**src/rtl/demux_stream_reg.sv**
```systemverilog
// demux_stream_reg
// Registered 1-to-N valid/ready stream demultiplexer. Each of the
// N = 2^snum output channels owns a one-entry holding register with its own
// handshake, so a stalled consumer only blocks beats addressed to it.
// A beat is routed to channel sel, or to every channel when i_bcast = 1
// (all-or-nothing: it is accepted only when every channel can take it).
//
// Ports:
//   clk      rising-edge clock
//   rst      asynchronous active-high reset
//   i        input beat data (width bits)
//   i_valid  input beat valid
//   i_ready  block can accept the current beat (combinational, 0 in reset)
//   sel      destination channel for unicast beats
//   i_bcast  1 = beat goes to all N channels, sel ignored
//   o        flattened channel data, channel c at o[c*width +: width]
//   o_valid  per-channel valid
//   o_ready  per-channel consumer ready
module demux_stream_reg #(
  parameter  int width = 8,
  parameter  int snum  = 4,
  localparam int n     = 1 << snum
) (
  input  logic                 clk,
  input  logic                 rst,
  input  logic [width-1:0]     i,
  input  logic                 i_valid,
  output logic                 i_ready,
  input  logic [snum-1:0]      sel,
  input  logic                 i_bcast,
  output logic [n*width-1:0]   o,
  output logic [n-1:0]         o_valid,
  input  logic [n-1:0]         o_ready
);

  logic [width-1:0] d [n];
  logic [n-1:0]     v;
  logic [n-1:0]     acc;
  logic [n-1:0]     tgt;
  logic [n-1:0]     load;

  // NOTE: every signal written in a combinational block gets a value on
  // every path (here, first), otherwise synthesis infers a latch.
  always_comb begin
    // A full channel being drained this cycle can take a new beat.
    acc  = ~v | o_ready;
    tgt  = i_bcast ? {n{1'b1}} : ({{(n-1){1'b0}}, 1'b1} << sel);
    // Every targeted channel must be able to accept: acc[sel] for unicast,
    // AND over all channels for broadcast.
    i_ready = ~rst & ((acc & tgt) == tgt);
    load    = tgt & {n{i_valid & i_ready}};
  end

  // NOTE: sequential state uses non-blocking assignments so every register
  // samples the pre-edge values, independent of statement order.
  // NOTE: the data registers are reset as well as the valid flags, because
  // o must read zero during and after reset, not whatever was last loaded.
  always_ff @(posedge clk or posedge rst) begin
    if (rst) begin
      v <= '0;
      for (int c = 0; c < n; c++) d[c] <= '0;
    end else begin
      for (int c = 0; c < n; c++) begin
        if (load[c]) begin
          // Load wins over a simultaneous drain: no bubble between beats.
          d[c] <= i;
          v[c] <= 1'b1;
        end else if (o_ready[c]) begin
          // Drain (harmless when already empty); data keeps its last value.
          v[c] <= 1'b0;
        end
      end
    end
  end

  always_comb begin
    o = '0;
    for (int c = 0; c < n; c++) o[c*width +: width] = d[c];
  end

  assign o_valid = v;

endmodule

```
**config.mk**
```make
export PLATFORM = sky130hd
export DESIGN_NAME = demux_stream_reg
export DESIGN_NICKNAME = d
export VERILOG_FILES = /design/src/rtl/demux_stream_reg.sv
export SDC_FILE = /design/constraint.sdc
export NUM_CORES = 1
export LEC_CHECK = 0
export BUFFER_PORTS_ARGS = -buffer_cell sky130_fd_sc_hd__buf_2
export CORE_UTILIZATION = 54
export CTS_BUF_LIST = sky130_fd_sc_hd__clkbuf_8
export DETAILED_ROUTE_END_ITERATION = 10
export PLACE_DENSITY = 0.84
export SLEW_MARGIN = 20
export SYNTH_ARGS = -nofsm -noshare
export SYNTH_HDL_FRONTEND = slang
export SYNTH_SLANG_ARGS = --single-unit
```
**constraint.sdc**
```tcl
create_clock -name clk -period 5.6 [get_ports clk]
set_input_delay 0.28 -clock clk [delete_from_list [all_inputs] [get_ports clk]]
set_output_delay 0.28 -clock clk [all_outputs]
set_load 0.05 [all_outputs]
```
* Word level (Yosys, flattened, before mapping)
Index checks and enable logic that the tools add are counted.
** Storage, ports and cells
- Register bits after elaboration :: 144
- Input bits :: 32
- Word-level logic and storage cells :: 90
** Cells by class
- Equality and inequality tests :: 1
- Shifts and indexed selects :: 1
- Muxes and demuxes :: 33
- Bitwise gates (word level) :: 7
- Reductions and logical operators :: 16
** Operators by type and width (count)
- $and A16 B16 Y16 :: 2
- $mux W1 :: 32
- $reduce_bool A2 Y1 :: 16
- $eq A16 B16 Y1 :: 1
- $mux W16 :: 1
- $not A16 Y16 :: 1
- $or A16 B16 Y16 :: 1
- $shl A1 B4 Y16 const A :: 1
- $and A1 B1 Y1 :: 2
- $not A1 Y1 :: 1

* Depth between registers and ports, before layout
- Depth in word-level cells :: 8
- Depth in mapped cells :: 9
- Gate-level depth less buffers :: 7

* Worst setup path after synthesis
No wires, ideal clock.
- Path type :: register to register
- Start :: register v[1] (netlist: o_valid[1])
- End :: register d, in the netlist o[100]
- Library setup time :: 0.125 ns
- Data arrival time :: 2.528 ns
- Data required time :: 5.475 ns
- Slack :: 2.947 ns
- Cell stages (with the launch flop) :: 9
- Clock period less this slack :: 2.653 ns
- Cell sequence :: dfrtp_1 and3b_1 a311oi_1 o2111ai_1 or4_1 buf_6 buf_12 nor2_8 mux2_4
** On the way
- Longest elaborated chain between the ends :: 7
** Ends and longest elaborated chain
- from (decl) :: RTL line 37 : logic [n-1:0] v;
- from (signal assigned) :: RTL line 60 : v <= '0;
- from (signal, indexed assignment) :: RTL line 67 : v[c] <= 1'b1;
- from (signal, indexed assignment) :: RTL line 70 : v[c] <= 1'b0;
- $not A16 Y16 :: RTL line 46 : acc = ~v | o_ready;
- $or A16 B16 Y16 :: RTL line 46
- $and A16 B16 Y16 :: RTL line 50 : i_ready = ~rst & ((acc & tgt) == tgt);
- $eq A16 B16 Y1 :: RTL line 50
- $and A1 B1 Y1 :: RTL line 50
- $and A1 B1 Y1 :: RTL line 51 : load = tgt & {n{i_valid & i_ready}};
- $and A16 B16 Y16 :: RTL line 51
- to (signal, indexed assignment) :: RTL line 66 : d[c] <= i;
- to (decl) :: RTL line 36 : logic [width-1:0] d [n];
No other way between the ends.
A chain may end at the register's enable or synchronous reset.

* Final worst setup path
- Start :: register v[1] (netlist: o_valid[1])
- End :: output i_ready
** On the way
- Longest elaborated chain between the ends :: 5
** Ends and longest elaborated chain
- $not A16 Y16 :: RTL line 46
- $or A16 B16 Y16 :: RTL line 46
- $and A16 B16 Y16 :: RTL line 50
- $eq A16 B16 Y1 :: RTL line 50
- $and A1 B1 Y1 :: RTL line 50
- to (decl) :: RTL line 28 : output logic i_ready,
No other way between the ends.

==> flow_summary_export.csv <==
group,metric,value,unit
synth,yosys.area_share.adder,0,%
sta,slew_headroom,33.22,%
final_layout,fin_util,68.93,%
place,dp_hpwl,10.02,mm
sta,max_freq,0.2841,GHz
sta,hold_viol,0,
synth,synth_most_common_cell,"dfrtp_1",
clock_network,cts-root-buf,"clkbuf_8",
clock_network,post_cts_buffers,0,
synth,synth_seq_cells,144,
drt,drc,0,
clock_network,cts_sinks,144,
final_layout,nNetsFinal,602,
critical_path,crit_chain,"and3b_1, a311oi_1, o2111ai_1, or4_2, inv_4, buf_2",
final_layout,num_antenna_cells,0,
floorplan,die_y,108.8,µm
synth,synth_warnings,0,
final_layout,seq_area,3603,µm²
run,cap_violations,0,
place,gp_congestion,0.7752,
critical_path,worstPathRequired,5.32,ns
drt,wl_per_cell,20.10,µm
critical_path,crit_buf_inv,2,
clock_network,clkTransAtPathRegs,0.08,ns
final_layout,multi_input_area,2427,µm²
synth,synth.area.mux_share,26.31,%
grt,gr-total-overflow,0,
synth,yosys.area_share.simple,9.886,%
synth,synth_edf_count,0,
drt,drt-pass1-iter-count,4,
floorplan,fp.dieW,108.8,µm
floorplan,initial_core_util,56.12,%
synth,synth_cell_types,36,
drt,top_layer,"met4",
grt,grt_use_total,25.96,%
critical_path,crit_type,"reg -> out",
final_layout,drive_gt1_share,62.09,%
floorplan,io_pins,177,
floorplan,die_area,11850,µm²
sta,skew,0.01288,ns
run_status,status,"complete, no violations",
critical_path,slowest_stage,"or4_2",
drt,wl_met2,7.034,mm
synth,synthTopCellsByArea,"dfrtp_1 (58%), mux2_2 (14%), mux2_4 (12%)",
synth,synth-compound-area-share,3.167,%
grt,antenna_found_initial,0,
sta,setup_viol,0,
sta,rsz0062_at_grt,"no",
clock_network,cts_made_buffers,17,
sta,worst_pin_slew,1.002,ns
place,port_buffers,176,
synth,syn_area,6163,µm²
clock_network,cts_tree,"built",
synth,synth_top_family_by_area,"multiplexers",
final_layout,fill_cells,756,
critical_path,endpoint_kind,"output port",
clock_network,clk_latency,0.45,ns
synth,synthCells,390,
synth,synthTopCellsByCount,"dfrtp_1 (144), mux2_2 (79), mux2_4 (48)",
synth,async_reset_ff_share,100.0,%
sta,maxSlewViolCount,0,
synth,ys_seq_area_share,58.47,%
grt,grt_first_pass_wirelength,22.32,mm
floorplan,row_count,38,
synth,synth_area_per_cell,15.80,µm²
sta,setup_tns,0,ns
drt,vias,3910,
floorplan,core-area,10980,µm²
synth,synth_ff_type,"dfrtp_1",
clock_network,cts.path.max_buffers,2,
drt,routed_wirelength,14.53,mm
synth,syn_nets,422,
drt,viasPerCell,5.408,
critical_path,max_stage_delay,1.17,ns
synth,synth-xor-area-share,0,%
drt,drt_iter0_markers,211,
critical_path,cp-start-kind,"flip-flop",
critical_path,worstPathArrival,3.24,ns
critical_path,crit_path_max_fanout,13,
drt,wl_met3,921,µm
sta,finalCriticalPeriod,3.520,ns
sta,finalCritPeriodShare,62.86,%
grt,grt_max_degree,74,
final_layout,area_growth,22.84,%
drt,met1_length,6.369,mm
synth,synth_top_area_cell,"dfrtp_1",
drt,drtAntennaViolNets,0,
synth,yosysTopAreaCellShare,58.47,%
min_path,hp-class,"in -> reg",
clock_network,h-tree-depth,4,
grt,grt_pass1_vias,3913,
critical_path,cp_top_family,"simple AND/OR/NAND/NOR gates",
[per-stage QoR]
stage,worst slack [ns],instance area [µm²],std cells,hold WS [ns]
4_1_cts,2.018,7571,723,0.09752
2_1_floorplan,1.454,6163,390,0.3893
3_5_place_dp,2.268,7124,689,0.4392
3_3_place_gp,2.374,7124,689,0.4284
6_report,2.080,7571,723,0.1377
5_1_grt,1.922,7571,723,0.1292
[cell families after synthesis]
group           Yosys count
flops                   144
simple gates             62
compound gates           32
buf+inv                  24
mux                     128
[what timing repair did]
action	4_1_cts	5_1_grt
endpoints found under the hold margin	72	0
hold buffers	2	0
resized for setup	0	0
[registers in the layout, summed over array words and instances, names as in the netlist]
signal	cells
o	128
o_valid	16
[per-layer routing]
layer / vias up / global-route usage (%)
met4: 0 / 9.170
met5: - / 0
met2: 142 / 40.01
li1: 1757 / -
met3: 16 / 8.069
met1: 1995 / 34.78
[final timing paths]
| check | startpoint | to | slack [ns] | cells past startpoint |
|---|---|---|---|---|
| max | o_valid[1]$_DFFE_PP0P_ | i_ready | 2.08 | 6 |
| min | o_ready[2] | o_valid[2]$_DFFE_PP0P_ | 0.14 | 3 |
| max reg2reg | o_valid[1]$_DFFE_PP0P_ | o[31]$_DFFE_PP0P_ | 2.47 | 7 |
| min reg2reg | o[127]$_DFFE_PP0P_ | o[127]$_DFFE_PP0P_ | 0.49 | 1 |
| max in group asynchronous | rst | o[24]$_DFFE_PP0P_ | 3.70 | 4 |
| min in group asynchronous | rst | o_valid[1]$_DFFE_PP0P_ | 0.53 | 3 |
[layout by cell type (no fill, tap or decap), drive strengths merged, types with 10 or more instances in the layout]
cell    count
or2        10
buf       177
inv        10
nor2       12
nor2b      12
dfrtp     144
mux2      128
clkbuf     21
o21ai      20
[worst min-delay path: stages]
cell and delay, ns:
buf_2 0.07, nand2b_1 0.14, nand2_1 0.06
[final cells by class]
class                   instances  share of cell area, %
clock buffers                  21                  3.818
clock inverters                11                  1.818
inverters                       6                 0.3966
multi-input cells             222                  32.06
flip-flops and latches        144                  47.60
well taps                     140                  2.314
repair buffers                179                  12.00
Power is left out: the tool's default activity adds up to more than one toggle a clock period on the data nets, which glitch-free logic cannot reach.
